<file path="src/rtl/sdram_arb_pkg.sv">
// Shared definitions for the two-port SDRAM arbiter: default widths,
// read-return tags and FSM state encoding.
package sdram_arb_pkg;

    localparam int DEF_ADDR_W    = 22;
    localparam int DEF_DATA_W    = 16;
    localparam int DEF_RD_DEPTH  = 8;
    localparam int DEF_MAX_A_RUN = 8;

    localparam logic TAG_A = 1'b0;
    localparam logic TAG_B = 1'b1;

    localparam logic [1:0] UNLOCKED = 2'd0;
    localparam logic [1:0] LOCK_A   = 2'd1;
    localparam logic [1:0] LOCK_B   = 2'd2;

endpackage

</file>
<file path="src/rtl/arb_tag_fifo.sv">
// One-bit tag FIFO recording which requester issued each outstanding read,
// so returning SDRAM data can be steered back in issue order.
module arb_tag_fifo #(
    parameter int DEPTH = 8,
    localparam int PTR_W = $clog2(DEPTH),
    localparam int CNT_W = PTR_W + 1
) (
    input  logic             clk,
    input  logic             reset_n,
    input  logic             push,
    input  logic             push_tag,
    input  logic             pop,
    output logic             head,
    output logic [CNT_W-1:0] count,
    output logic             full,
    output logic             empty
);

    logic [DEPTH-1:0] mem;
    logic [PTR_W-1:0] wr_ptr;
    logic [PTR_W-1:0] rd_ptr;
    logic             do_push;
    logic             do_pop;

    assign full    = (count == CNT_W'(DEPTH));
    assign empty   = (count == '0);
    // A push into a full FIFO is only safe when a pop frees a slot the same cycle.
    assign do_push = push && (!full || pop);
    assign do_pop  = pop && !empty;
    assign head    = mem[rd_ptr];

    // NOTE: storage is deliberately not reset; pointers and count define validity.
    always_ff @(posedge clk) begin
        if (do_push) begin
            mem[wr_ptr] <= push_tag;
        end
    end

    // NOTE: sequential state uses non-blocking assignments so every register
    // samples pre-edge values regardless of statement order.
    always_ff @(posedge clk or negedge reset_n) begin
        if (!reset_n) begin
            wr_ptr <= '0;
            rd_ptr <= '0;
            count  <= '0;
        end else begin
            if (do_push) wr_ptr <= wr_ptr + PTR_W'(1);
            if (do_pop)  rd_ptr <= rd_ptr + PTR_W'(1);
            case ({do_push, do_pop})
                2'b10:   count <= count + CNT_W'(1);
                2'b01:   count <= count - CNT_W'(1);
                default: count <= count;
            endcase
        end
    end

endmodule

</file>
<file path="src/rtl/sdram_arbiter.sv">
// Shares one SDRAM controller port between a priority requester (A, audio)
// and a secondary requester (B), with in-order read-data return by tag.
module sdram_arbiter
    import sdram_arb_pkg::*;
#(
    parameter int ADDR_W    = DEF_ADDR_W,
    parameter int DATA_W    = DEF_DATA_W,
    parameter int RD_DEPTH  = DEF_RD_DEPTH,
    parameter int MAX_A_RUN = DEF_MAX_A_RUN
) (
    input  logic              clk,
    input  logic              reset_n,
    input  logic [ADDR_W-1:0] a_addr,
    input  logic [DATA_W-1:0] a_wdata,
    input  logic              a_read,
    input  logic              a_write,
    output logic              a_waitrq,
    output logic [DATA_W-1:0] a_rdata,
    output logic              a_rvalid,
    input  logic [ADDR_W-1:0] b_addr,
    input  logic [DATA_W-1:0] b_wdata,
    input  logic              b_read,
    input  logic              b_write,
    output logic              b_waitrq,
    output logic [DATA_W-1:0] b_rdata,
    output logic              b_rvalid,
    output logic [ADDR_W-1:0] ram_addr,
    output logic [DATA_W-1:0] ram_data_in,
    output logic              ram_read,
    output logic              ram_write,
    input  logic [DATA_W-1:0] ram_data_out,
    input  logic              ram_valid,
    input  logic              ram_waitrq,
    output logic              err_orphan
);

    localparam int CNT_W = $clog2(RD_DEPTH) + 1;
    localparam int RUN_W = $clog2(MAX_A_RUN + 1);

    logic [1:0]       state;
    logic [RUN_W-1:0] run;
    logic             a_req, b_req;
    logic             a_rd, b_rd;
    logic             a_elig, b_elig;
    logic             grant_a, grant_b;
    logic             fwd, accept, b_turn;
    logic             tag_head, tag_full, tag_empty;
    logic             tag_pop;
    logic [CNT_W-1:0] tag_count_unused;

    assign a_req = a_read | a_write;
    assign b_req = b_read | b_write;
    // A write wins when both strobes are high.
    assign a_rd  = a_read & ~a_write;
    assign b_rd  = b_read & ~b_write;

    // A read cannot compete for the port while the tag FIFO is full.
    assign a_elig = a_write | (a_rd & ~tag_full);
    assign b_elig = b_write | (b_rd & ~tag_full);
    assign b_turn = (run == RUN_W'(MAX_A_RUN));

    // NOTE: every combinational output gets a default first so no latch is inferred.
    always_comb begin
        grant_a = 1'b0;
        grant_b = 1'b0;
        case (state)
            LOCK_A: grant_a = a_elig;
            LOCK_B: grant_b = b_elig;
            default: begin
                if (a_elig && b_elig) begin
                    if (b_turn) grant_b = 1'b1;
                    else        grant_a = 1'b1;
                end else begin
                    grant_a = a_elig;
                    grant_b = b_elig;
                end
            end
        endcase
    end

    assign fwd    = grant_a | grant_b;
    assign accept = fwd & ~ram_waitrq;

    assign ram_addr    = grant_b ? b_addr  : a_addr;
    assign ram_data_in = grant_b ? b_wdata : a_wdata;
    assign ram_read    = (grant_a & a_rd)    | (grant_b & b_rd);
    assign ram_write   = (grant_a & a_write) | (grant_b & b_write);

    // A requester that is not granted must hold; an idle one sees no stall.
    assign a_waitrq = grant_a ? ram_waitrq : a_req;
    assign b_waitrq = grant_b ? ram_waitrq : b_req;

    assign tag_pop = ram_valid & ~tag_empty;

    arb_tag_fifo #(.DEPTH(RD_DEPTH)) u_tag_fifo (
        .clk      (clk),
        .reset_n  (reset_n),
        .push     (accept & ram_read),
        .push_tag (grant_b ? TAG_B : TAG_A),
        .pop      (tag_pop),
        .head     (tag_head),
        .count    (tag_count_unused),
        .full     (tag_full),
        .empty    (tag_empty)
    );

    // The lock keeps a stalled command on the bus until the controller takes it.
    always_ff @(posedge clk or negedge reset_n) begin
        if (!reset_n) begin
            state <= UNLOCKED;
        end else begin
            case (state)
                UNLOCKED: if (fwd && ram_waitrq) state <= grant_b ? LOCK_B : LOCK_A;
                LOCK_A:   if (!grant_a || !ram_waitrq) state <= UNLOCKED;
                LOCK_B:   if (!grant_b || !ram_waitrq) state <= UNLOCKED;
                default:  state <= UNLOCKED;
            endcase
        end
    end

    always_ff @(posedge clk or negedge reset_n) begin
        if (!reset_n) begin
            run <= '0;
        end else if (!b_req || (accept && grant_b)) begin
            run <= '0;
        end else if (accept && grant_a && !b_turn) begin
            run <= run + RUN_W'(1);
        end
    end

    always_ff @(posedge clk or negedge reset_n) begin
        if (!reset_n) begin
            a_rvalid   <= 1'b0;
            b_rvalid   <= 1'b0;
            a_rdata    <= '0;
            b_rdata    <= '0;
            err_orphan <= 1'b0;
        end else begin
            a_rvalid <= tag_pop && (tag_head == TAG_A);
            b_rvalid <= tag_pop && (tag_head == TAG_B);
            if (tag_pop && tag_head == TAG_A) a_rdata <= ram_data_out;
            if (tag_pop && tag_head == TAG_B) b_rdata <= ram_data_out;
            if (ram_valid && tag_empty) err_orphan <= 1'b1;
        end
    end

endmodule

</file>
<file path="config.mk">
export PLATFORM = sky130hd
export DESIGN_NAME = sdram_arbiter
export DESIGN_NICKNAME = d
export VERILOG_FILES = /design/src/rtl/sdram_arb_pkg.sv /design/src/rtl/arb_tag_fifo.sv /design/src/rtl/sdram_arbiter.sv
export SDC_FILE = /design/constraint.sdc
export NUM_CORES = 1
export LEC_CHECK = 0
export ABC_AREA = 1
export CORE_UTILIZATION = 40
export DETAILED_ROUTE_END_ITERATION = 7
export PLACE_DENSITY = 0.92
export SLEW_MARGIN = 20
export SYNTH_ARGS = -nofsm -noshare
export SYNTH_HDL_FRONTEND = slang
export SYNTH_SLANG_ARGS = --single-unit
</file>
<file path="constraint.sdc">
create_clock -name clk -period 2.9 [get_ports clk]
set_clock_uncertainty 0.05 [all_clocks]
set_input_delay 0.58 -clock clk [delete_from_list [all_inputs] [get_ports clk]]
set_output_delay 0.58 -clock clk [all_outputs]
set_load 0.02 [all_outputs]
</file>
# Yosys cells after proc, flatten, opt, wreduce, memory -nomap -nowiden
# Cells that the tools add are included.
[op_classes] n_reduce_logical=27 n_eq_ne=9 n_mux=24 mul=0 n_lt_le_gt_ge=3 add_sub_neg=5 bitwise_logic=24 n_div=0 n_shift=0
[op_table] cell="$mux 22" count=1
[op_table] cell="$mux 16" count=1
[op_table] cell="$and 1x1->1" count=11
[op_table] cell="$logic_and 1x1->1" count=11
[op_table] cell="$mux 1" count=9
[op_table] cell="$add 4x1->4 const B" count=2
[op_table] cell="$bwmux 8" count=1
[op_table] cell="$eq 4x4->1 const B" count=2
[op_table] cell="$lt 3x4->1 const B" count=2
[op_table] cell="$mux 2" count=4
[op_table] cell="$mux 4" count=2
[op_table] cell="$pmux 4 s2" count=1
[op_table] cell="$logic_not 1->1" count=7
[op_table] cell="$or 1x1->1" count=7
[op_table] cell="$add 3x1->3 const B" count=2
[op_table] cell="$ne 2x2->1 const B" count=3
[op_table] cell="$not 1->1" count=6
[op_table] cell="$pmux 2 s3" count=1
[op_table] cell="$eq 2x1->1 const B" count=2
[op_table] cell="$eq 2x2->1 const B" count=2
[op_table] cell="$logic_not 4->1" count=1
[op_table] cell="$logic_or 1x1->1" count=4
[op_table] cell="$pmux 1 s2" count=2
[op_table] cell="$reduce_bool 2->1" count=2
[op_table] cell="6 further kinds" count=6
[totals] memories=0 register_bits=59 mem_bits_ro=0 ramBits=0 output_inout_bits=77 elab_cells=103 in_bits=100 latch_bits=0

# Logic depth before layout (Yosys ltp)
[logic_depth] ltp_word=13 mapped_depth=18 depth_no_buf=18

# Hierarchy
# Synthesis repeated with hierarchy kept, for this count alone.
[hier_totals] cells_unflattened=460 area_unflattened_um2=3372.0
[by_module_without_submodules] mod="sdram_arbiter" instances=1 area_per_inst_um2=2329.7 seq_area_each_um2=1026.0 cells_each=336
[by_module_without_submodules] mod="arb_tag_fifo" instances=1 area_per_inst_um2=1042.2 seq_area_each_um2=490.5 cells_each=124

# Least setup slack after synthesis
# Ideal clock, no wire load.
[synth_timing] path_kind="reg-to-reg" startpoint="register state[0]" endpoint="register u_tag_fifo.count[1]" required_time_ps=2725 t_arrival_ps=2441 path_buffers=0 path_stages_with_launch=15 path_slack_ps=284 synth_period_minus_slack_ps=2616 setup_time_ps=125 cell_sequence="dfrtp_1 > inv_1 > ha_1 > inv_1 > nor2_1 > a21oi_4 > nand2_2 > o21ai_4 > nand3_4 > ha_1 > nand2_1 > inv_1 > nor2_1 > ha_1 > mux2_2"
[synth_via] elab_chain_len=8 word_cells_on_any_way=15 classes_between="eq/ne (4); mux (3); bitwise (6); reduce/logical (2)"
[synth_rtl] item="from (decl)" line="sdram_arbiter.sv:40" rtl="logic [1:0] state;"
[synth_rtl] item="from (signal assigned)" line="sdram_arbiter.sv:113" rtl="UNLOCKED: if (fwd && ram_waitrq) state <= grant_b ? LOCK_B : LOCK_A;"
[synth_rtl] item="$eq 2x2->1 or $eq 2x1->1 (tied branches)" line="sdram_arbiter.sv:66" rtl="case (state)"
[synth_rtl] item="$pmux 1 s2" line="sdram_arbiter.sv:66"
[synth_rtl] item="$and 1x1->1" line="sdram_arbiter.sv:86" rtl="assign ram_read = (grant_a & a_rd) | (grant_b & b_rd);"
[synth_rtl] item="$or 1x1->1 (*)" line="sdram_arbiter.sv:86"
[synth_rtl] item="named net ram_read" line="sdram_arbiter.sv:29" rtl="output logic ram_read,"
[synth_rtl] item="$and 1x1->1 (*)" line="sdram_arbiter.sv:98" rtl=".push (accept & ram_read),"
[synth_rtl] item="$logic_and 1x1->1 (*)" line="arb_tag_fifo.sv:28" rtl="assign do_push = push && (!full || pop);"
[synth_rtl] item="$eq 2x1->1 or $eq 2x2->1 (tied branches)" line="arb_tag_fifo.sv:49" rtl="case ({do_push, do_pop})"
[synth_rtl] item="$pmux 4 s2 or $reduce_bool 2->1 (tied branches)"
[synth_rtl] item="to (signal assigned)" line="arb_tag_fifo.sv:50" rtl="2'b10: count <= count + CNT_W'(1);"
[synth_rtl] item="to (signal assigned)" line="arb_tag_fifo.sv:51" rtl="2'b01: count <= count - CNT_W'(1);"
[synth_rtl] item="to (signal assigned)" line="arb_tag_fifo.sv:52" rtl="default: count <= count;"
[synth_rtl] item="to (decl)" line="arb_tag_fifo.sv:14" rtl="output logic [CNT_W-1:0] count,"
# The timed path passes the listed nets; every way through them passes the cells marked *.
# A chain may end at the register's enable or synchronous reset.

# Final worst setup path
[layout_timing] startpoint="register run[0]" endpoint="register u_tag_fifo.count[1]"
[layout_via] elab_chain_len=10 word_cells_on_any_way=18 classes_between="eq/ne (3); mux (7); bitwise (6); reduce/logical (2)"
[layout_rtl] item="from (decl)" line="sdram_arbiter.sv:41" rtl="logic [RUN_W-1:0] run;"
[layout_rtl] item="from (signal assigned)" line="sdram_arbiter.sv:127" rtl="run <= run + RUN_W'(1);"
[layout_rtl] item="$eq 4x4->1 (*)" line="sdram_arbiter.sv:60" rtl="assign b_turn = (run == RUN_W'(MAX_A_RUN));"
[layout_rtl] item="$mux 1" line="sdram_arbiter.sv:71" rtl="if (b_turn) grant_b = 1'b1;"
[layout_rtl] item="$mux 1" line="sdram_arbiter.sv:70" rtl="if (a_elig && b_elig) begin"
[layout_rtl] item="$pmux 1 s2" line="sdram_arbiter.sv:66"
[layout_rtl] item="$or 1x1->1 or $and 1x1->1 (tied branches)" line="sdram_arbiter.sv:81, sdram_arbiter.sv:86"
[layout_rtl] item="$and 1x1->1 or $or 1x1->1 (tied branches)" line="sdram_arbiter.sv:82, sdram_arbiter.sv:86"
[layout_rtl] item="$and 1x1->1 (*)" line="sdram_arbiter.sv:98"
[layout_rtl] item="$logic_and 1x1->1 (*)" line="arb_tag_fifo.sv:28"
[layout_rtl] item="$eq 2x1->1 or $eq 2x2->1 (tied branches)" line="arb_tag_fifo.sv:49"
[layout_rtl] item="$pmux 4 s2 or $reduce_bool 2->1 (tied branches)"
# Mark *: on every way between the ends. The rest lies on a longest branch, timed or not.

==> results.cfg <==
[run_status]
status = complete, no violations

[timing]
tns_ns = 0
slew_headroom_pct = 66.7
hold_violations = 0
fmax_mhz = 359
drv_slew = 0
setup-violations-final = 0
post-route-min-period_ns = 2.78
tightest_slew_ns = 0.500
finalCritPeriodShare_pct = 96.0

[logic_synthesis]
synthTopCellsByArea = dfrtp_1, nand2_1, edfxtp_1
syn_inst = 443
synth_mux_area_share_pct = 0.340
synth_edf_count = 8
synthSimpleGateAreaFrac_pct = 34.1
yosysWarnings = 0
seq_area_frac_synth_pct = 45.7
synth_top_family_by_area = simple AND/OR/NAND/NOR gates
ys_types = 34
yosysMostFrequentCell = nand2_1
synth-adder-area-share_pct = 3.77
synthXorXnorAreaFrac_pct = 2.38
synth_nets = 553
syn_area_sq_um = 3320
synth_compound_area_share_pct = 8.11
yosysTopAreaCell = dfrtp_1
synthArstFlopShare_pct = 86.4
syn_area_per_cell_sq_um = 7.48
ys_ff_latch = 59
netlist_top_cells_count = nand2_1, dfrtp_1, nor2_1, inv_1, o21ai_0
synth_ff_type = dfrtp_1
synth_top_cell_area_share_pct = 38.5

[worst_setup_path]
reg2reg_from = run[0]
required_ns = 3.06
path_buf_inv = 4
slowest_stage = dfrtp_1
slowest_delay_ns = 0.41
cp-start-kind = register
critical_path.endpoint_type = register
path_cells = inv_1 > ha_1 > nand2_1 > nor2_2 > nor2_1 > nand2_1 > buf_4 > nand3_1 > o21ai_4 > buf_4 > nand3_4 > ha_2 > nand2_1 > inv_1 > nor2_2 > ha_1 > mux2_2
worstPathMaxFanout = 4
path_delay_family = adder cells
r2r-end = u_tag_fifo.count[1]
worstPathArrival_ns = 2.94
crit_type = register to register
r2r_cells = 17
crit_path_frequent_cell = nand2_1
rrSetupSlack_ns = 0.12

[placement]
port_buffers = 176
dp_hpwl_mm = 7.92
gp_congestion = 0.895

[global_route]
grt_max_degree = 43
grt_use_total_pct = 23.9
grt_pass1_wl_mm = 16.2
grt_overflow = 0
grt_pass1_vias = 3625
antenna_found_initial = 0

[pwr]
p_per_area_nw_per_um2 = 1120
p_total_mw = 6.05
leakagePower_nw = 2.71
ir_drop_v = 0.000476

[cts]
hold_buffers = 0
clk_pin_slew_ns = 0.07
cts_buffers = 9
cts.sinks = 59
insertion_delay_ns = 0.33
cts_tree = built
max-clock-path-buffers = 2
htreeDepth = 3
clockRootBuffer = clkbuf_8

[cells_and_area]
regArea_sq_um = 1520
n_antenna_cell = 0
fillers = 590
multiInputGateArea_sq_um = 1620
fin_util_pct = 68.6
area_delta_synth_final_pct = 63.2
layout-drive-gt1-share_pct = 16.0
finalNetCount = 749

[floorplan]
dieArea_sq_um = 8660
core_area_sq_um = 7890
num_io_pins = 177
die_w_microns = 93.0
start_util_pct = 42.0
die_height_microns = 93.0
rows = 32

[detailed_routing]
drc = 0
routed_wl_mm = 10.0
drt_iter0_drc = 121
first_pass_iters = 4
routedWlPerCell_microns = 13.4
num_vias = 3579
ant_nets = 0
detail_route.vias_per_cell = 4.80

[hold_path]
hold_class = input pin to asynchronous set/reset pin

[job]
cap_violations = 0
-- power by group --
group	internal [mW]	switching, mW	total, mW	leakage [nW]
Sequential	1.20	0.269	1.47	0.701
Combinational	1.49	2.18	3.67	1.88
Clock	0.605	0.310	0.915	0.131
-- layout make-up --
type,instances,area share [%]
inverter,28,1.94
tap,102,2.36
clock buffer,13,3.51
sequential,59,28.0
multi-input combinational,340,30.0
timing repair buffer,201,33.0
clock inverter,3,1.20
-- worst max-delay path by stage --
stage	start	endpoint	slack (ns)	cells after the start
global placement	b_write	ram_addr[19]	-0.18	9
floorplan	state[0]	u_tag_fifo.count[1]	0.28	14
CTS	state[0]	ram_addr[19]	0.004	11
finish	run[0]	u_tag_fifo.count[1]	0.12	17
detailed placement	b_read	ram_addr[19]	-0.20	9
global route	state[0]	ram_write	-0.009	9
-- sequential cells by signal, summed over array words and instances (netlist names) --
name               count
a_rdata               16
a_rvalid               1
b_rdata               16
b_rvalid               1
err_orphan             1
run                    4
state                  2
u_tag_fifo.count       4
u_tag_fifo.mem         8
u_tag_fifo.rd_ptr      3
u_tag_fifo.wr_ptr      3
-- cells by family after synthesis --
kind of cell             count (synthesis)
AO/OA/AOI/OAI                           40
XOR/XNOR                                 9
adder cells (fa/ha/maj)                 10
buffers and inverters                   44
flip-flops                              59
multiplexers                             1
AND/OR/NAND/NOR                        280
-- metrics by stage --
stage | cells | setup slack, ns | area (sq um) | hold slack, ns
2_1_floorplan | 443 | 0.284 | 3320 | 0.234
3_3_place_gp | 727 | -0.183 | 5320 | 0.413
3_5_place_dp | 727 | -0.204 | 5320 | 0.426
4_1_cts | 743 | 0.00427 | 5530 | 0.160
5_1_grt | 746 | -0.00921 | 5410 | 0.182
6_report | 746 | 0.115 | 5410 | 0.165
-- worst register-to-register path, cell delays in order, from the launching register on --
cell,delay [ns]
dfrtp_1,0.41
inv_1,0.09
ha_1,0.20
nand2_1,0.09
nor2_2,0.05
nor2_1,0.12
nand2_1,0.10
buf_4,0.15
nand3_1,0.12
o21ai_4,0.07
buf_4,0.14
nand3_4,0.07
ha_2,0.21
nand2_1,0.06
inv_1,0.10
nor2_2,0.05
ha_1,0.30
mux2_2,0.29
-- metal layers --
layer  track usage (%)  vias up  routed length [microns]
met3              6.59       20                      744
met1              24.6     1621                     3750
met2              45.5      164                     5270
met4              9.10        0                      234
li1                  -     1774                        -
met5                 0        -                        0
-- layout by cell type (no fill, tap or decap), types with 2 or more instances in the layout --
cell type,netlist,routed
dlygate4sd2_1,0,2
buf_12,0,3
ha_1,10,9
clkdlybuf4s50_1,0,133
buf_4,2,22
nor2_2,0,2
inv_2,3,3
o21ai_1,5,5
inv_1,25,25
nor2_1,29,27
xor2_1,7,7
dfrtp_1,51,51
xnor2_1,2,2
clkbuf_2,0,39
edfxtp_1,8,8
clkbuf_8,0,12
o21ai_0,19,19
a21oi_1,3,3
nand2_2,6,6
nand4_1,5,5
o21a_1,4,4
nand3_1,13,13
bufinv_16,0,2
nand2_1,222,222
-- timing repair --
action	CTS	global route
setup endpoints to repair	42	43
resized for setup	46	78
buffers inserted	0	3
(Power assumes the default switching activity.)
